**src/rtl/mem_arb_pkg.sv**
```systemverilog
`default_nettype none
// ============================================================================
// Module : mem_arb_pkg
// Brief  : Shared types and default widths for the icache/dcache memory arbiter.
// Rev    : 1.0  initial release
// ============================================================================
package mem_arb_pkg;

    localparam int DEFAULT_ADDR_W  = 32;
    localparam int DEFAULT_DATA_W  = 32;
    localparam int DEFAULT_TIMEOUT = 64;

    typedef enum logic [1:0] {
        IDLE   = 2'd0,
        DGRANT = 2'd1,
        IGRANT = 2'd2
    } arb_state_t;

    // Behavioural RAM responder modes, used by benches driving ram_ready
    typedef enum logic [1:0] {
        FREE   = 2'd0,
        BUSY   = 2'd1,
        ACCESS = 2'd2,
        ERROR  = 2'd3
    } ramstate_t;

endpackage
`default_nettype wire

```
**src/rtl/mem_arb_timeout.sv**
```systemverilog
`default_nettype none
// ============================================================================
// Module : arb_timeout
// Brief  : Saturating stall counter for a RAM grant plus sticky error flag.
// Rev    : 1.0  initial release
// ============================================================================
module arb_timeout #(
    parameter int TIMEOUT = 64
) (
    input  logic clk,
    input  logic rst,
    input  logic i_grant,
    input  logic i_en,
    input  logic i_ready,
    input  logic i_state_chg,
    output logic o_err
);

    localparam int               CNT_W   = $clog2(TIMEOUT + 1);
    localparam logic [CNT_W-1:0] c_limit = CNT_W'(TIMEOUT);

    logic [CNT_W-1:0] cnt_d, cnt_q;
    logic             err_d, err_q;

    always_comb begin
        cnt_d = cnt_q;
        if (!i_grant || i_ready || i_state_chg) begin
            cnt_d = '0;
        end else if (i_en && (cnt_q != c_limit)) begin
            cnt_d = cnt_q + CNT_W'(1);
        end
        // The flag latches on the edge the counter lands on the limit
        err_d = err_q | (cnt_d == c_limit);
    end

    always_ff @(posedge clk or posedge rst) begin
        if (rst) begin
            cnt_q <= '0;
            err_q <= 1'b0;
        end else begin
            cnt_q <= cnt_d;
            err_q <= err_d;
        end
    end

    assign o_err = err_q;

endmodule
`default_nettype wire

```
**src/rtl/mem_arb.sv**
```systemverilog
`default_nettype none
// ============================================================================
// Module : mem_arb
// Brief  : Single-port RAM arbiter between icache reads and dcache reads/writes.
// Rev    : 1.0  initial release
// ============================================================================
module mem_arb
    import mem_arb_pkg::*;
#(
    parameter int ADDR_W  = DEFAULT_ADDR_W,
    parameter int DATA_W  = DEFAULT_DATA_W,
    parameter int TIMEOUT = DEFAULT_TIMEOUT
) (
    input  logic              CLK,
    input  logic              RST,
    input  logic              iREN,
    input  logic [ADDR_W-1:0] iaddr,
    output logic              iwait,
    output logic [DATA_W-1:0] iload,
    input  logic              dREN,
    input  logic              dWEN,
    input  logic [ADDR_W-1:0] daddr,
    input  logic [DATA_W-1:0] dstore,
    output logic              dwait,
    output logic [DATA_W-1:0] dload,
    output logic              ramREN,
    output logic              ramWEN,
    output logic [ADDR_W-1:0] ramaddr,
    output logic [DATA_W-1:0] ramstore,
    input  logic [DATA_W-1:0] ramload,
    input  logic              ram_ready,
    output logic              err
);

    arb_state_t state_d, state_q;
    logic       last_d_d, last_d_q;
    logic       w_dreq;

    assign w_dreq = dREN | dWEN;

    always_comb begin
        state_d  = state_q;
        last_d_d = last_d_q;
        case (state_q)
            IDLE: begin
                // Round-robin only matters on a tie; last_d favours the other side
                if (w_dreq && (!iREN || !last_d_q)) begin
                    state_d = DGRANT;
                end else if (iREN) begin
                    state_d = IGRANT;
                end
            end
            DGRANT: begin
                if (!w_dreq) begin
                    last_d_d = 1'b1;
                    state_d  = iREN ? IGRANT : IDLE;
                end
            end
            IGRANT: begin
                if (!iREN) begin
                    last_d_d = 1'b0;
                    state_d  = w_dreq ? DGRANT : IDLE;
                end
            end
            default: state_d = IDLE;
        endcase
    end

    always_ff @(posedge CLK or posedge RST) begin
        if (RST) begin
            state_q  <= IDLE;
            last_d_q <= 1'b0;
        end else begin
            state_q  <= state_d;
            last_d_q <= last_d_d;
        end
    end

    assign iload = ramload;
    assign dload = ramload;

    always_comb begin
        iwait    = 1'b1;
        dwait    = 1'b1;
        ramREN   = 1'b0;
        ramWEN   = 1'b0;
        ramaddr  = '0;
        ramstore = '0;
        case (state_q)
            DGRANT: begin
                ramaddr  = daddr;
                ramstore = dstore;
                ramWEN   = dWEN;
                ramREN   = dREN & ~dWEN;
                dwait    = ~(ram_ready & w_dreq);
            end
            IGRANT: begin
                ramaddr = iaddr;
                ramREN  = iREN;
                iwait   = ~(ram_ready & iREN);
            end
            default: ;
        endcase
    end

    arb_timeout #(
        .TIMEOUT(TIMEOUT)
    ) u_timeout (
        .clk        (CLK),
        .rst        (RST),
        .i_grant    (state_q != IDLE),
        .i_en       (ramREN | ramWEN),
        .i_ready    (ram_ready),
        .i_state_chg(state_d != state_q),
        .o_err      (err)
    );

endmodule
`default_nettype wire

```
**config.mk**
```make
export PLATFORM = sky130hd
export DESIGN_NAME = mem_arb
export DESIGN_NICKNAME = d
export VERILOG_FILES = /design/src/rtl/mem_arb_pkg.sv /design/src/rtl/mem_arb_timeout.sv /design/src/rtl/mem_arb.sv
export SDC_FILE = /design/constraint.sdc
export NUM_CORES = 1
export LEC_CHECK = 0
export BUFFER_PORTS_ARGS = -buffer_cell sky130_fd_sc_hd__buf_2
export CAP_MARGIN = 30
export CORE_AREA = 2 2 104 106
export DETAILED_ROUTE_END_ITERATION = 6
export DIE_AREA = 0 0 106 108
export GPL_ROUTABILITY_DRIVEN = 0
export PLACE_DENSITY = 0.54
export SYNTH_ARGS = -nofsm -noshare
export SYNTH_HDL_FRONTEND = slang
export SYNTH_SLANG_ARGS = --single-unit
```
**constraint.sdc**
```tcl
create_clock -name CLK -period 2.8 [get_ports CLK]
set_input_delay 0.14 -clock CLK [delete_from_list [all_inputs] [get_ports CLK]]
set_output_delay 0.14 -clock CLK [all_outputs]
set_load 0.01 [all_outputs]
```
## Word-level counts from Yosys, hierarchy flattened

Cells that the tools add are included.

- Add/subtract/negate cells: 1
- Equal/unequal tests: 7
- Mux-type cells: 18
- Bitwise gates (word level): 9
- Reductions and logical operators: 12

Operators by type and width:

| kind | number |
|---|---|
| one-hot mux 32 bit (2 select lines) | 1 |
| two-way mux 32 bit | 1 |
| two-way mux 7 bit | 2 |
| two-way mux 2 bit | 5 |
| adder 7 x 1 -> 7 bit, second input constant | 1 |
| equality test 7 bit, second input constant | 1 |
| inequality test 7 bit, second input constant | 1 |
| two-way mux 1 bit | 6 |
| one-hot mux 2 bit (3 select lines) | 1 |
| inequality test 2 bit, second input constant | 2 |
| one-hot mux 1 bit (2 select lines) | 2 |
| nonzero test 2 bit | 2 |
| AND 1 bit | 3 |
| zero test 1 bit | 3 |
| logical OR 1 bit | 3 |
| inverter 1 bit | 3 |
| OR 1 bit | 3 |
| AND reduction 3 bit | 1 |
| equality test 2 x 1 -> 1 bit, second input constant | 1 |
| equality test 2 bit, second input constant | 1 |
| logical AND 1 bit | 2 |
| zero test 2 bit | 1 |
| inequality test 2 bit | 1 |

- Bits in registers: 11
- Input bits: 134
- Output and inout port bits: 133
- Word-level logic and storage cells: 51

## Depth between registers and ports, before layout

Gate-level depths: netlist (run 1).

- Depth after elaboration: 10
- Gate-level depth with buffers: 9
- Mapped depth without buffers: 8

## Cells and area by module

From an unflattened synthesis (run 1), not the netlist that was laid out.

- Cells, all modules: 283
- Area, all modules: 2139.6 µm²

Modules (own cells, without submodules):

| module | times used | cells each | area an instance (µm²) | sequential area each (µm²) |
|---|---|---|---|---|
| mem_arb | 1 | 231 | 1626.6 | 75.1 |
| arb_timeout | 1 | 52 | 513.0 | 200.2 |

## Worst setup path after synthesis (run 1)

No wires, ideal clock.

- Kind: reg-to-reg
- Start: register state_q[0]
- End: register u_timeout.err_q, in the netlist u_timeout.o_err
- Setup time: 0.120 ns
- Data arrival time: 2.090 ns
- Required time: 2.680 ns
- Path slack: 0.590 ns
- Cell stages (with the launch flop): 9
- Path buffers: 0
- Clock period less this slack: 2.210 ns
- Cell sequence: dfrtp_1 inv_1 ha_1 and4b_4 a311o_4 nand2_4 a2bb2oi_2 o22ai_1 a41o_1

- Longest elaborated chain between the ends: 8
- Elaborated cells between the ends (all ways): 21
- Those cells by class: 4 x eq/ne; 9 x mux; 2 x bitwise; 6 x reduce/logical

Ends and longest elaborated chain:

| element | line | source |
|---|---|---|
| from (decl) | mem_arb.sv:35 | `arb_state_t state_d, state_q;` |
| from (signal assigned) | mem_arb.sv:74 | `state_q <= state_d;` |
| two-way mux 2 bit, or another cell as far along | mem_arb.sv:49 | `end else if (iREN) begin` |
| two-way mux 2 bit, or another cell as far along | mem_arb.sv:47 | `if (w_dreq && (!iREN \|\| !last_d_q)) begin` |
| one-hot mux 2 bit (3 select lines) / OR 1 bit (equally long branches) | mem_arb.sv:44, mem_arb.sv:112 |  |
| inequality test 2 bit / logical AND 1 bit (equally long branches) | mem_arb.sv:114, mem_arb_timeout.sv:29 |  |
| logical OR 1 bit / two-way mux 7 bit (equally long branches) | mem_arb_timeout.sv:27, mem_arb_timeout.sv:29 |  |
| two-way mux 7 bit (*) | mem_arb_timeout.sv:27 | `if (!i_grant \|\| i_ready \|\| i_state_chg) begin` |
| equality test 7 bit (*) | mem_arb_timeout.sv:33 | `err_d = err_q \| (cnt_d == c_limit);` |
| OR 1 bit (*) | mem_arb_timeout.sv:33 |  |
| named net u_timeout.err_d | mem_arb_timeout.sv:23 | `logic err_d, err_q;` |
| to (signal assigned) | mem_arb_timeout.sv:42 | `err_q <= err_d;` |
| to (decl) | mem_arb_timeout.sv:23 |  |

Mark *: on every way through the listed nets, which the timed path passes. The rest lies on a longest branch.
A chain may end at the register's enable or synchronous reset.

## Worst setup path in the final report (run 1)

Same ends and word-level chain as after synthesis.

==> Implementation_results.wiki, run 1 <==
{| class="wikitable"
! Metric !! Value
|-
| Clock latency reported for the late side of the worst-skew pair || 0.24 ns
|-
| Global-route wire length before repair || about 9.8 mm
|-
| Worst hold margin || about 0.28 ns
|-
| Largest voltage drop on the vdd net || around 0.00033 V
|-
| Post-synthesis average cell area || 7.51 sq um
|-
| Post-synth top area share || a little under a quarter
|-
| Headroom to the max-slew limit || around two thirds
|-
| Flop-to-flop setup slack || between 0.4 and 0.5 ns
|-
| Setup repair after global routing missed its margin || false
|-
| DRC marker count from the first detailed-route iteration || 89
|-
| Final number of max-transition violations || 0
|-
| Site Rows || 37
|-
| Summed instance area of the synthesized netlist || 0.00207 sq mm
|-
| Clock slew at the register clock pins of the worst setup and hold paths || ~0.05 ns
|-
| Routed Antenna Nets || 0
|-
| Antenna violations before repair || 0
|-
| Reg-to-reg critical path startpoint || state_q[0]
|-
| Vias per Instance || around 4.4
|-
| Fin nets || 515
|-
| Part of the total power dissipated in the clock network || approximately 8.2%
|-
| Pin count of the biggest net entering global routing || 60
|-
| Worst reg2reg path depth || 8
|-
| Total Neg Setup Slack || 0 ns
|-
| Cell count after synthesis || 275
|-
| Required @ worst endpoint || about 2.9 ns
|-
| Sequential area share after synthesis || a little over an eighth
|-
| Routed wire length || roughly 6.8 mm
|-
| Clock tree from TritonCTS || yes
|-
| Top cell type by total area after synthesis || buf_4
|-
| Share of the core filled with cells || 25.6%
|-
| Top cell types by occurrence after synthesis || buf_4 (64), a22oi_1 (33), and2_1 (33), nor2b_1 (32), nor2_1 (14)
|-
| Period minus WS final || ~2.3 ns
|-
| Unique masters post-synth || 38
|-
| Total via count in the routed design || 2218
|-
| Slowest Stage Delay on Critical Path || 0.49 ns
|-
| Cell-by-cell trace of the critical path || inv_1, ha_1, and4b_4, a311o_4, nand2_4, a2bb2oi_2, o22ai_1, a41o_1
|-
| Non-filler instance count after layout || 508
|-
| Buffers added on ports || 170
|-
| Data arrival time of the critical path || roughly 2.5 ns
|-
| Clock root cell || clkbuf_8
|-
| Clock tree sinks || 11
|-
| Number of placed cells counting well taps || 503
|-
| Net switching power || 0.950 mW
|-
| Total of warnings raised by yosys || 0
|-
| Post-layout worst setup margin || 0.479 ns
|-
| Crit path capture || u_timeout.o_err
|-
| Part of the total power dissipated in sequential elements || between 10% and 20%
|-
| Post-route clock period utilization || between 80 and 90%
|-
| Switching power as a share of total power || between 40 and 50%
|-
| Worst min-delay path category || in -> out
|-
| Detailed placer's ending HPWL || approximately 5.6 mm
|-
| Number of top-level design ports || 267
|-
| Overall overflow remaining after global route || 0
|-
| Capture point of the worst reg-to-reg path || u_timeout.o_err
|-
| Starting density of the core || between 20% and 30%
|-
| Number of fill cells in the layout || approximately 1.1k
|-
| Most used flip-flop cell after synthesis || dfrtp_1
|-
| Slowest cell on the critical path || dfrtp_1
|-
| Outcome || finished, final reports clean
|-
| Final Skew || approximately 0.0011 ns
|-
| Number of flops mapped to enable cells by yosys || 0
|-
| Area growth from synthesis to layout || 27.0%
|-
| Die height || 108 microns
|-
| Vias in the first global route || 2069
|-
| Die outline area || 0.0114 sq mm
|-
| Max clock buf depth || 2
|-
| Number of DRC violations after detailed routing || 0
|-
| Timing-limited maximum frequency || between 0.4 and 0.5 GHz
|-
| Slew at the pin closest to its max-slew limit || roughly 0.5 ns
|-
| Final antenna diode count || 0
|-
| Clock buffer count from CTS || 3
|-
| Power per Cell Area || 737 mW/mm^2
|-
| Share of final-layout standard cells stronger than drive strength 1 || 50.0%
|-
| Kind of start point of the critical path || register
|-
| Maximum level of the CTS H-tree || 1
|-
| Peak fanout along the critical path || 9
|-
| Internal portion of total power || between 0.9 and 1 mW
|-
| Dominant cell by count in the synthesized netlist || buf_4
|-
| Proportion of power drawn by combinational gates || about four fifths
|-
| First drt pass iteration count || 4
|-
| Maximum capacitance violations || 0
|-
| Flops & latches, synth || 11
|-
| Share of async-settable or async-resettable flops after synthesis || 100%
|-
| GRT Overall Usage || between 10% and 20%
|-
| Critical path class || reg -> reg
|-
| Cell types with the largest area share after synthesis || buf_4 (23%), dfrtp_1 (13%), a22oi_1 (12%)
|-
| Placement-stage worst setup slack || around 0.5 ns
|-
| CTS-repair resized insts || 0
|-
| Placeable Area || 0.0102 sq mm
|-
| Crit path launch || state_q[0]
|-
| Final hold viol count || 0
|-
| Crit. End Element || register
|-
| Average wire length per cell after detail routing || around 13 microns
|-
| Post-CTS setup buffer count || 0
|-
| Lkg Pwr || about 1.4 nW
|-
| Syn nets || ~420
|-
| Final setup violation count || 0
|-
| Overall die width || around 110 microns
|}
-- power groups by stage --
stage / Combinational, mW / Clock (mW) / Sequential [mW]
finish: 1.55 / 0.158 / 0.221
global route: 1.73 / 0.171 / 0.228
CTS: 1.59 / 0.165 / 0.220
detailed placement: 1.58 / 0 / 0.223
global placement: 1.55 / 0 / 0.221
floorplan: 1.13 / 0 / 0.214
-- worst max-delay path: cells and delay by family (launching register included) --
kind,cells,cell delay (ns)
fa+ha+maj,1,0.33
buf+inv,1,0.15
flops,1,0.49
simple gates,2,0.32
compound gates,4,0.91
-- sequential cells by signal, summed over array words and instances, names as in the netlist --
| register | flops |
|---|---|
| u_timeout.cnt_q | 7 |
| u_timeout.o_err | 1 |
| state_q | 2 |
| last_d_q | 1 |
-- layer usage --
layer	vias up	GRT usage [%]	wire length [microns]
met5	-	0	0
met4	0	6.30	278
met3	31	1.39	476
met2	120	19.0	3410
met1	997	12.0	2660
li1	1070	-	-
-- kinds of logic (layout without fill, tap and decap cells) --
group	Yosys count	count (layout)	synth area share, %
buffers and inverters	88	185	27.8
AO/OA/AOI/OAI	60	60	21.9
AND/OR/NAND/NOR	102	102	29.6
flip-flops	11	11	13.3
XOR/XNOR	6	6	2.54
adder cells (fa/ha/maj)	8	8	4.85
-- stage by stage --
stage | total power [mW] | area, sq um
final | 1.93 | 2620
after global routing | 2.13 | 2620
after CTS | 1.97 | 2620
after detailed placement | 1.80 | 2570
after global placement | 1.78 | 2570
after floorplan | 1.34 | 2070
-- cell usage in the layout (no fill, tap or decap), drive strengths merged --
cell type and count:
o21ai 4, nand4b 2, dfrtp 11, nor3b 1, nor2b 32, nand4 5
ha 8, nand3 2, nand2b 1, buf 174, or2 1, a21oi 6
xnor2 3, and4b 1, a22o 1, a222oi 2, and2 33, o21a 2
a31oi 1, xor2 3, a41o 1, and3 1, nor2 14, o22ai 6
a311o 1, clkbuf 4, dlygate4sd3 1, a31o 2, inv 6, nand2 9
a2bb2oi 1, a22oi 33
-- final cells by class --
cell class	instances	area (sq um)	share of cell area, %
Timing Repair Buffer	175	891	34.0
Multi-Input combinational cell	176	1220	46.5
Clock buffer	4	45.0	1.72
Sequential cell	11	275	10.5
Inverter	6	22.5	0.859
Tap cell	136	170	6.49
-- timing repair --
item,4_1_cts,5_1_grt
setup endpoints to repair,0,0
hold endpoints to repair,11,0
hold buffers,1,0
-- how the worst min path moves through the flow --
stage / startpoint / to / slack [ns] / cells after the start
after detailed placement: RST / u_timeout.cnt_q[2] / 0.16 / 2
final: ramload[22] / dload[22] / 0.28 / 0
after global routing: ramload[8] / iload[8] / 0.28 / 0
after floorplan: RST / last_d_q / -0.008 / 1
after global placement: RST / u_timeout.cnt_q[0] / 0.15 / 2
after CTS: ramload[10] / dload[10] / 0.28 / 0
Power figures use the tool's default switching activity.
==> run 2, diff against run 1 <==
- CORE_AREA: 2 2 104 106 -> 2 2 103 105
- DIE_AREA: 0 0 106 108 -> 0 0 105 107
- PLACE_DENSITY: 0.54 -> 0.57
- clock period: 2.8 -> 2 ns (I/O delays scaled with it)
==> run 2 against run 1 <==
- clock skew rose by 0.00088 ns
- critical path depth did not move
- flip-flop and latch count did not move
- cell count rose by 1.4%
- first-iteration DRC count rose by 61%
- die area fell by 1.9%
- global-route usage rose by 1.2 points
- cell area rose by 5.5%
- sequential power rose by 36%
- hold slack got worse by 0.080 ns
- largest power group unchanged
==> Implementation_results.wiki, run 2 (synthesis gave the netlist of run 1 again) <==
{| class="wikitable"
! Metric !! Value
|-
| Clock tree from TritonCTS || yes (unchanged)
|-
| Largest voltage drop on the vdd net || 0.000343 V (was 0.000326 V)
|-
| Required @ worst endpoint || 2.13 ns (was 2.92 ns)
|-
| Final Skew || 0.00201 ns (was 0.00113 ns)
|-
| Die outline area || 0.0112 sq mm (was 0.0114 sq mm)
|-
| First drt pass iteration count || 4 (unchanged)
|-
| Kind of start point of the critical path || register (unchanged)
|-
| Pin count of the biggest net entering global routing || 42 (was 60)
|-
| Timing-limited maximum frequency || 0.511 GHz (was 0.431 GHz)
|-
| Worst reg2reg path depth || 8 (unchanged)
|-
| Final setup violation count || 0 (unchanged)
|-
| Routed wire length || 7.61 mm (was 6.82 mm)
|-
| Detailed placer's ending HPWL || 5.90 mm (was 5.60 mm)
|-
| Number of fill cells in the layout || 1158 (was 1132)
|-
| Number of top-level design ports || 267 (unchanged)
|-
| Clock buffer count from CTS || 3 (unchanged)
|-
| Vias per Instance || 4.41 (was 4.37)
|-
| Global-route wire length before repair || 10.7 mm (was 9.79 mm)
|-
| Period minus WS final || 1.96 ns (was 2.32 ns)
|-
| Share of final-layout standard cells stronger than drive strength 1 || 53.0% (was 50.0%)
|-
| Outcome || finished, final reports clean (unchanged)
|-
| Setup repair after global routing missed its margin || true (was false)
|-
| Total via count in the routed design || 2270 (was 2218)
|-
| Maximum level of the CTS H-tree || 1 (unchanged)
|-
| Worst hold path depth || 0 (unchanged)
|-
| Max clock buf depth || 2 (unchanged)
|-
| Average wire length per cell after detail routing || 14.8 microns (was 13.4 microns)
|-
| Critical path class || reg -> reg (unchanged)
|-
| Die height || 107 microns (was 108 microns)
|-
| Total Neg Setup Slack || 0 ns (unchanged)
|-
| Share of the core filled with cells || 27.4% (was 25.6%)
|-
| DRC marker count from the first detailed-route iteration || 143 (was 89)
|-
| Overall overflow remaining after global route || 0 (unchanged)
|-
| Number of DRC violations after detailed routing || 0 (unchanged)
|-
| Worst min-delay path category || in -> out (unchanged)
|-
| Antenna violations before repair || 0 (unchanged)
|-
| Most frequent cells in the layout || buf_2 (170), a22oi_1 (33), nor2b_1 (32), and2_1 (32), nor2_1 (14) (was buf_2 (170), a22oi_1 (33), and2_1 (33), nor2b_1 (32), nor2_1 (14))
|-
| Site Rows || 37 (unchanged)
|-
| Most frequent standard cell in the layout excluding fill and tap cells || buf_2 (unchanged)
|-
| Crit. End Element || register (unchanged)
|-
| Post-route clock period utilization || 97.9% (was 82.9%)
|-
| Data arrival time of the critical path || 2.09 ns (was 2.45 ns)
|-
| Largest registers || u_timeout.cnt_q x7, state_q x2 (unchanged)
|-
| Reg with most FFs || u_timeout.cnt_q (unchanged)
|-
| Slew at the pin closest to its max-slew limit || 0.451 ns (was 0.501 ns)
|-
| Final hold viol count || 0 (unchanged)
|-
| Starting density of the core || 20.5% (was 20.2%)
|-
| Overall die width || 105 microns (was 106 microns)
|-
| Clock latency reported for the late side of the worst-skew pair || 0.24 ns (about the same)
|-
| Clock tree sinks || 11 (unchanged)
|-
| Vias in the first global route || 2204 (was 2069)
|-
| Fin nets || 522 (was 515)
|-
| Power per Cell Area || 1100 mW/mm^2 (was 737 mW/mm^2)
|-
| Flip-flop count of the largest register after layout || 7 (unchanged)
|-
| GRT Overall Usage || 11.8% (was 10.6%)
|-
| Lkg Pwr || 1.43 nW (was 1.38 nW)
|-
| Worst hold margin || 0.200 ns (was 0.280 ns)
|-
| Buffers added on ports || 170 (unchanged)
|-
| Placeable Area || 0.0101 sq mm (was 0.0102 sq mm)
|-
| Peak fanout along the critical path || 8 (was 9)
|-
| Clock root cell || clkbuf_8 (unchanged)
|-
| Headroom to the max-slew limit || 69.9% (was 66.6%)
|-
| Final antenna diode count || 0 (unchanged)
|-
| Final number of max-transition violations || 0 (unchanged)
|-
| Routed Antenna Nets || 0 (unchanged)
|-
| Maximum capacitance violations || 0 (unchanged)
|-
| Area growth from synthesis to layout || 34.0% (was 27.0%)
|-
| Clock slew at the register clock pins of the worst setup and hold paths || 0.05 ns (about the same)
|}
[run 2: cell count changes in the layout (fill, tap and decap cells not counted), sizes merged]
| cell | previous run | this run |
|---|---|---|
| buf | 174 | 180 |
| clkbuf | 4 | 5 |
[run 2: layer usage]
metal	global-route usage (%)	vias up	wire, microns
li1	-	1083	-
met1	13.7	1037	3020
met2	21.4	131	3800
met3	2.49	19	676
met4	4.19	0	112
met5	0	-	0
[run 2: cell type report]
cell class,instances,area [sq um],share of cell area (%)
Inverter,6,27.5,0.995
Sequential cell,11,278,10.0
Tap cell,136,170,6.15
Multi-Input combinational cell,176,1260,45.6
Clock buffer,4,45.0,1.63
Timing Repair Buffer,182,985,35.6
[run 2: where the power goes]
part | leakage, nW | total, mW | switching [mW] | internal, mW
registers | 0.145 | 0.301 | 0.0423 | 0.259
clock network | 0.0228 | 0.228 | 0.0881 | 0.140
logic | 1.27 | 2.50 | 1.34 | 1.16
total | 1.43 | 3.03 | 1.47 | 1.56
[run 2: timing repair]
action	CTS	global route
endpoints found under the setup margin	1	8
gates resized for setup	2	7
pin swaps	6	4
hold buffers	1	0
hold endpoints to repair	11	0
setup buffers	2	0
cloned	0	1
[run 2: final timing paths]
check	start	slack, ns	to
setup reg to reg	state_q[0]	0.04	u_timeout.o_err
hold reg to reg	u_timeout.o_err	0.48	u_timeout.o_err
max in group asynchronous	RST	1.26	state_q[1]
hold / removal	ramload[23]	0.20	iload[23]
min in group asynchronous	RST	0.41	u_timeout.cnt_q[2]
setup / recovery	state_q[0]	0.04	u_timeout.o_err
[run 2: through the flow]
stage | power [mW] | cells | worst slack (ns) | cell area, sq um
2_1_floorplan | 1.94 | 275 | 0.00265 | 2090
5_1_grt | 3.28 | 515 | -0.0185 | 2770
4_1_cts | 2.96 | 515 | -0.00201 | 2710
3_3_place_gp | 2.64 | 508 | 0.00973 | 2640
3_5_place_dp | 2.68 | 508 | -0.0160 | 2640
6_report | 3.03 | 515 | 0.0423 | 2770
[run 2: worst max-delay path, cell delays in order, from the launching register on]
cell     delay (ns)
dfrtp_2        0.44
inv_4          0.07
ha_4           0.20
and4b_4        0.20
a311o_4        0.39
nand4_4        0.10
xor2_2         0.15
nor2_1         0.07
a41o_1         0.21
